`src/rtl/onehot_encoder_pipe.sv`:
```
// One-hot to binary index encoder behind a valid/ready handshake with a 2-entry output buffer.
// Zero and multi-hot words are flagged and tallied in a saturating error counter.
module onehot_encoder_pipe #(
    parameter int N         = 8,
    parameter int PRIO_MODE = 0,
    parameter int ERR_CNT_W = 8
) (
    input  logic                  clk,
    input  logic                  rst_n,
    input  logic                  in_valid,
    output logic                  in_ready,
    input  logic [N-1:0]          in_data,
    output logic                  out_valid,
    input  logic                  out_ready,
    output logic [$clog2(N)-1:0]  out_code,
    output logic                  out_zero,
    output logic                  out_multi,
    input  logic                  clr_err,
    output logic [ERR_CNT_W-1:0]  err_cnt
);
    localparam int W = $clog2(N);

    typedef struct packed {
        logic [W-1:0] code;
        logic         zero;
        logic         multi;
    } entry_t;

    entry_t               head_q, head_d, tail_q, tail_d, enc;
    logic [1:0]           count_q, count_d;
    logic                 in_ready_q, in_ready_d;
    logic [ERR_CNT_W-1:0] err_q, err_d;
    logic [W-1:0]         low_idx;
    logic                 push, pop, bad;

    // Scan from the top so the lowest set bit is the last one written.
    always_comb begin
        low_idx = '0;
        for (int i = N - 1; i >= 0; i--) begin
            if (in_data[i]) low_idx = W'(i);
        end
    end

    always_comb begin
        enc       = '0;
        enc.zero  = ~|in_data;
        enc.multi = |(in_data & (in_data - N'(1)));
        if (enc.zero || (enc.multi && PRIO_MODE == 0)) enc.code = '1;
        else                                            enc.code = low_idx;
    end

    assign push = in_valid & in_ready_q;
    assign pop  = (count_q != 2'd0) & out_ready;
    assign bad  = enc.zero | enc.multi;

    // head_q is the visible entry; it keeps the last popped value while empty.
    always_comb begin
        count_d = count_q;
        head_d  = head_q;
        tail_d  = tail_q;
        case (count_q)
            2'd0: begin
                if (push) begin
                    head_d  = enc;
                    count_d = 2'd1;
                end
            end
            2'd1: begin
                if (push && pop) begin
                    head_d = enc;
                end else if (push) begin
                    tail_d  = enc;
                    count_d = 2'd2;
                end else if (pop) begin
                    count_d = 2'd0;
                end
            end
            2'd2: begin
                if (pop) begin
                    head_d  = tail_q;
                    count_d = 2'd1;
                end
            end
            default: count_d = 2'd0;
        endcase
        in_ready_d = (count_d != 2'd2);
    end

    always_comb begin
        err_d = err_q;
        if (clr_err)                  err_d = (push && bad) ? ERR_CNT_W'(1) : '0;
        else if (push && bad && !(&err_q)) err_d = err_q + ERR_CNT_W'(1);
    end

    always_ff @(posedge clk or negedge rst_n) begin
        if (!rst_n) begin
            count_q    <= 2'd0;
            head_q     <= '0;
            tail_q     <= '0;
            in_ready_q <= 1'b1;
            err_q      <= '0;
        end else begin
            count_q    <= count_d;
            head_q     <= head_d;
            tail_q     <= tail_d;
            in_ready_q <= in_ready_d;
            err_q      <= err_d;
        end
    end

    assign in_ready  = in_ready_q;
    assign out_valid = (count_q != 2'd0);
    assign out_code  = head_q.code;
    assign out_zero  = head_q.zero;
    assign out_multi = head_q.multi;
    assign err_cnt   = err_q;

endmodule

```
`config.mk`:
```
export PLATFORM = sky130hd
export DESIGN_NAME = onehot_encoder_pipe
export DESIGN_NICKNAME = d
export VERILOG_FILES = /design/src/rtl/onehot_encoder_pipe.sv
export SDC_FILE = /design/constraint.sdc
export NUM_CORES = 1
export LEC_CHECK = 0
export ABC_AREA = 1
export CORE_ASPECT_RATIO = 1.75
export CORE_MARGIN = 3
export CORE_UTILIZATION = 45
export DETAILED_ROUTE_END_ITERATION = 8
export DONT_BUFFER_PORTS = 1
export PLACE_DENSITY = 0.67
export SYNTH_ARGS = -nofsm -noshare
export SYNTH_HDL_FRONTEND = slang
export SYNTH_SLANG_ARGS = --single-unit
```
`constraint.sdc`:
```
create_clock -name clk -period 1.75 [get_ports clk]
set_input_delay 0.35 -clock clk [delete_from_list [all_inputs] [get_ports clk]]
set_output_delay 0.35 -clock clk [all_outputs]
set_load 0.02 [all_outputs]
```
# Word level (Yosys, flattened, before mapping)

Index checks and enable logic that the tools add are counted.
Widths: inputs -> output; s select.

Bits in registers: 21
Word-level logic and storage cells: 59

Add/subtract/negate cells: 2
Equality and inequality tests: 6
Multiplexer cells: 22
Bitwise logic cells: 5
Reduce and logical (&&, ||, !) cells: 15

Operators with widths:

| operator            | count |
|---|---|
| $mux 3              | 9 |
| $mux 8              | 2 |
| $reduce_or 8->1     | 2 |
| $mux 5              | 3 |
| $pmux 5 s3          | 1 |
| $mux 2              | 5 |
| $add 8x1->8 const B | 1 |
| $and 8x8->8         | 1 |
| $ne 2x2->1 const B  | 4 |
| $reduce_and 8->1    | 1 |
| $sub 8x1->8 const B | 1 |
| $pmux 2 s3          | 1 |
| $reduce_and 4->1    | 1 |
| $reduce_bool 2->1   | 2 |
| $logic_and 1x1->1   | 3 |
| $reduce_and 3->1    | 1 |
| $reduce_bool 3->1   | 1 |
| $and 1x1->1         | 2 |
| $eq 2x1->1 const B  | 1 |
| $eq 2x2->1 const B  | 1 |
| $logic_not 1->1     | 2 |
| $logic_not 2->1     | 1 |
| $logic_or 1x1->1    | 1 |
| $mux 1              | 1 |
| 2 further kinds     | 2 |

# Logic depth before layout (Yosys ltp)

Depth after elaboration: 11
Mapped depth: 10
Depth with buffers taken out: 10

# Worst setup path before layout

No wires, ideal clock.

Kind: reg2reg
Start: register err_q[0], in the netlist err_cnt[0]
End: register err_q[2], in the netlist err_cnt[2]
Library setup time: 119 ps
Arrival time: 1466 ps
Required time: 1631 ps
Slack: 166 ps
Stages on the path, launching flop included: 9
Path buffers: 0
Period minus slack after synthesis: 1584 ps
Path through: dfrtp_1 ha_1 nand2_1 nor3_2 nand3_1 nand3_4 nand2_8 nand2_2 nand2_1

Word-level cells in the longest chain between the ends: 4
Elaborated cells on any way between the ends: 7
Those cells by class: add/sub (1); mux (2); reduce/logical (4)

RTL lines:

| item                                                | RTL line | source |
|---|---|---|
| start, declared                                     | 32       | `logic [ERR_CNT_W-1:0] err_q, err_d;` |
| start signal, assigned                              | 107      | `err_q <= err_d;` |
| branches (longest 4 deep; another with $add 8x1->8) | -        |  |

Several ways; the timed one is not identified. The select of a mux whose other input is x is not followed.
A chain may end at the register's enable or synchronous reset.

# Worst setup path in the final report

Start: register err_q[0], in the netlist err_cnt[0]
End: register err_q[1], in the netlist err_cnt[1]

The elaborated chain is that of the path after synthesis.

==> run metrics <==
run status=finished, final reports clean; WHS Path Cells=3; relative contribution of the clock network to total power=between 20% and 30%; critical path data required time=between 1500 and 2000 ps; worst reg2reg path startpoint=err_cnt[0]$_DFFE_PN0P_; Pwr Density=1080 mW/mm^2; Storage cell area=527 sq um; number of buffers added by the clock tree synthesis step=3; delay of the slowest cell on the worst path=360 ps; sw frac=39.6%; Area Growth Syn to Fin=10.4%; standard cell area after detailed placement=roughly 0.0014 sq mm; worst-case headroom to the max-slew limit=37.9%; Avg Vias per Cell=around 5.3; die area=approximately 0.0036 sq mm; total overflow reported by the global router=0; nature of the critical path startpoint=flip-flop; arrival time at the worst endpoint=approximately 1700 ps; share of synthesized area spent on multiplexers=0%; Max VDD drop=0.000629 V; largest driver fanout on the critical path=9; portion of total power attributed to sequential cells=49.2%; max-capacitance violation count=0; Worst Skew=about 4.4 ps; endpoint class of the critical path=flip-flop; Most common cell on crit path=nand2_1; Compound-Gate Fraction of Synth Area=7.50%; count of vias placed by the detailed router=approximately 1.1k; Bufs on Longest Clock Path=2; H-Tree Depth=1; Die Height=77.1 um; sequential share of the synthesized area=40.5%; share of final-layout standard cells stronger than drive strength 1=18.7%; Initial Utilization=47.8%; I/O pins=28; fill count=269; syn_area_per_cell=7.61 sq um; critical path cell sequence=ha_1 -> nand2_1 -> nor3_2 -> nand3_1 -> nand3_4 -> nand2_8 -> nand2_2 -> nand2_1; unrepaired setup endpoints after global routing=false; number of standard cells in the final layout excluding fillers=209; area of the mapped netlist=0.00130 sq mm; combinational share of power=30.3%; drt wl/cell=roughly 13 um; Clock Sink Count=21; clock-pin transition on the worst setup and hold timing paths=80 ps; count of nets left with antenna violations after detail routing=0; Clock Tree Root=clkbuf_8; number of rows in the core area=25; later-pin clock latency in the skew report=260 ps; parity-gate share of the synthesized area counting xor and xnor cells=3.37%; final count of negative-setup-slack endpoints=0; via count of the first global-routing pass=1130; number of distinct library cells after synthesis=25; Placed Cells incl. Taps=204; largest net degree at the start of global routing=22; most frequent standard cell in the layout excluding fill and tap cells=nand2_1; sum of internal, switching and leakage power=approximately 1.6 mW; initial antenna violation count=0; DRC marker count from the first detailed-route iteration=24; number of buffer and inverter stages on the critical path=0; chip width=46.7 um; part of the cycle the worst path needs=87.6%; shortest period the worst path allows=1530 ps; Core Footprint=0.00272 sq mm; Lkg Pwr=between 0.7 and 0.8 nW; number of flip-flops and latches in the synthesized netlist=21; WS Path Type=reg -> reg; pre-CTS worst setup slack=201 ps; simple logic cell fraction of the synthesized area=40.8%; sink of the worst hold path=err_cnt[7]$_DFFE_PN0P_; worst hold path startpoint=clr_err; cell area after layout=0.00144 sq mm; top library cells by usage in the layout, fill and taps aside=nand2_1 (47), dfrtp_1 (20), inv_1 (19); number of nets in the layout=197; post-detailed-route DRC marker count=0; port buffer count=0; HPWL after detailed placement=2200 um; combined area of the multi-input logic cells=684 sq um; final setup slack of the worst path=217 ps; synthesized net count=185; setup repair bufs after CTS=0; net switching component of the power=0.616 mW; first-pass detailed-route iteration total=4; Yosys warnings=0; combinational family with the most area after synthesis=simple AND/OR/NAND/NOR gates; Final Hold Violating Endpoints=0; synthesized-area fraction occupied by adder cells=0.962%; Reg-to-Reg End=err_cnt[1]$_DFFE_PN0P_; register-to-register setup slack=220 ps; wire length of the first global-routing pass=4570 um; total negative slack=0 ps; number of instances in the synthesized netlist=around 170; family with the most delay on the worst path=simple AND/OR/NAND/NOR gates; clock tree from TritonCTS=done; depth of the most critical reg-to-reg path=8; Total GRT Usage=17.0%; routed wire length=around 2700 um; highest clock frequency the design can meet=652 MHz; worst min-delay path class=in -> reg; slowest cell on the critical path=dfrtp_1; Pint=0.941 mW; weighted congestion at the end of routability-driven global placement=0.805; number of max-slew violations in the final report=0; pin slew with the least headroom to its limit=around 930 ps; number of diodes added for antenna fixing=0
## through the flow
stage,utilization [%],hold slack (ps)
2_1_floorplan,-,54.4
3_3_place_gp,50.7,54.8
3_5_place_dp,50.7,54.9
4_1_cts,52.8,238
5_1_grt,52.8,248
6_report,52.8,241
## flip-flops by register name (all words and copies together) (netlist names)
signal	count
out_code	3
out_zero	1
count_q	2
out_multi	1
tail_q	5
err_cnt	8
in_ready	1
## cell usage after synthesis, drive strengths merged
master   n  share of area [%]
a21oi    7                2.7
clkbuf   1               0.58
clkinv   1               0.29
dfrtp   20                 38
dfstp    1                2.0
ha       1               0.96
inv     21                6.1
nand2   56                 19
nand3   19                 10
nor2    23                9.1
nor3     1               0.77
nor3b    1               0.58
o21ai   11                4.2
o21bai   1               0.58
or2      2                1.2
xnor2    1               0.67
xor2     4                2.7
## logic make-up after synthesis
family,Yosys count
AO/OA/AOI/OAI,19
XOR/XNOR,5
adder cells (fa/ha/maj),1
buffers and inverters,23
flip-flops,21
AND/OR/NAND/NOR,102
## worst reg2reg max path, stage by stage, from the launching register on
cell,delay (ps)
dfrtp_1,360
ha_1,200
nand2_1,90
nor3_2,220
nand3_1,150
nand3_4,190
nand2_8,100
nand2_2,70
nand2_1,50
## power groups by stage
stage / Combinational (mW) / Clock, mW / Sequential [mW]
floorplan: 0.334 / 0 / 0.782
global placement: 0.451 / 0 / 0.774
detailed placement: 0.464 / 0 / 0.780
CTS: 0.479 / 0.332 / 0.770
global route: 0.546 / 0.351 / 0.784
finish: 0.472 / 0.318 / 0.767
## area by class of cell
type,instances,area share [%]
multi-input cells,127,47.6
well taps,27,2.35
flip-flops and latches,21,36.7
clock buffers,3,2.87
inverters,22,5.75
repair buffers,8,4.36
clock inverters,1,0.348
## routing by layer
layer  GRT usage, %  up-vias  part of all wire, %
li1               -      557                    -
met1           16.6      526                   35
met2           30.1       28                   57
met3           3.76        7                  5.4
met4           9.70        0                  2.4
met5              0        -                    0
## repair_timing
item	4_1_cts	5_1_grt
hold buffers	1	0
resized for setup	0	0
hold endpoints to repair	21	0
## worst max path at each step
| stage | start | cells past startpoint | to | slack [ps] |
|---|---|---|---|---|
| global placement | in_ready$_DFF_PN1_ | 8 | out_code[2]$_DFFE_PN0P_ | 290 |
| CTS | err_cnt[1]$_DFFE_PN0P_ | 8 | err_cnt[1]$_DFFE_PN0P_ | 190 |
| detailed placement | err_cnt[1]$_DFFE_PN0P_ | 8 | err_cnt[1]$_DFFE_PN0P_ | 200 |
| floorplan | err_cnt[0]$_DFFE_PN0P_ | 8 | err_cnt[2]$_DFFE_PN0P_ | 170 |
| finish | err_cnt[0]$_DFFE_PN0P_ | 8 | err_cnt[1]$_DFFE_PN0P_ | 220 |
| global route | in_ready$_DFF_PN1_ | 8 | out_code[2]$_DFFE_PN0P_ | 30 |
No activity file was read; power rests on OpenSTA's default activity.
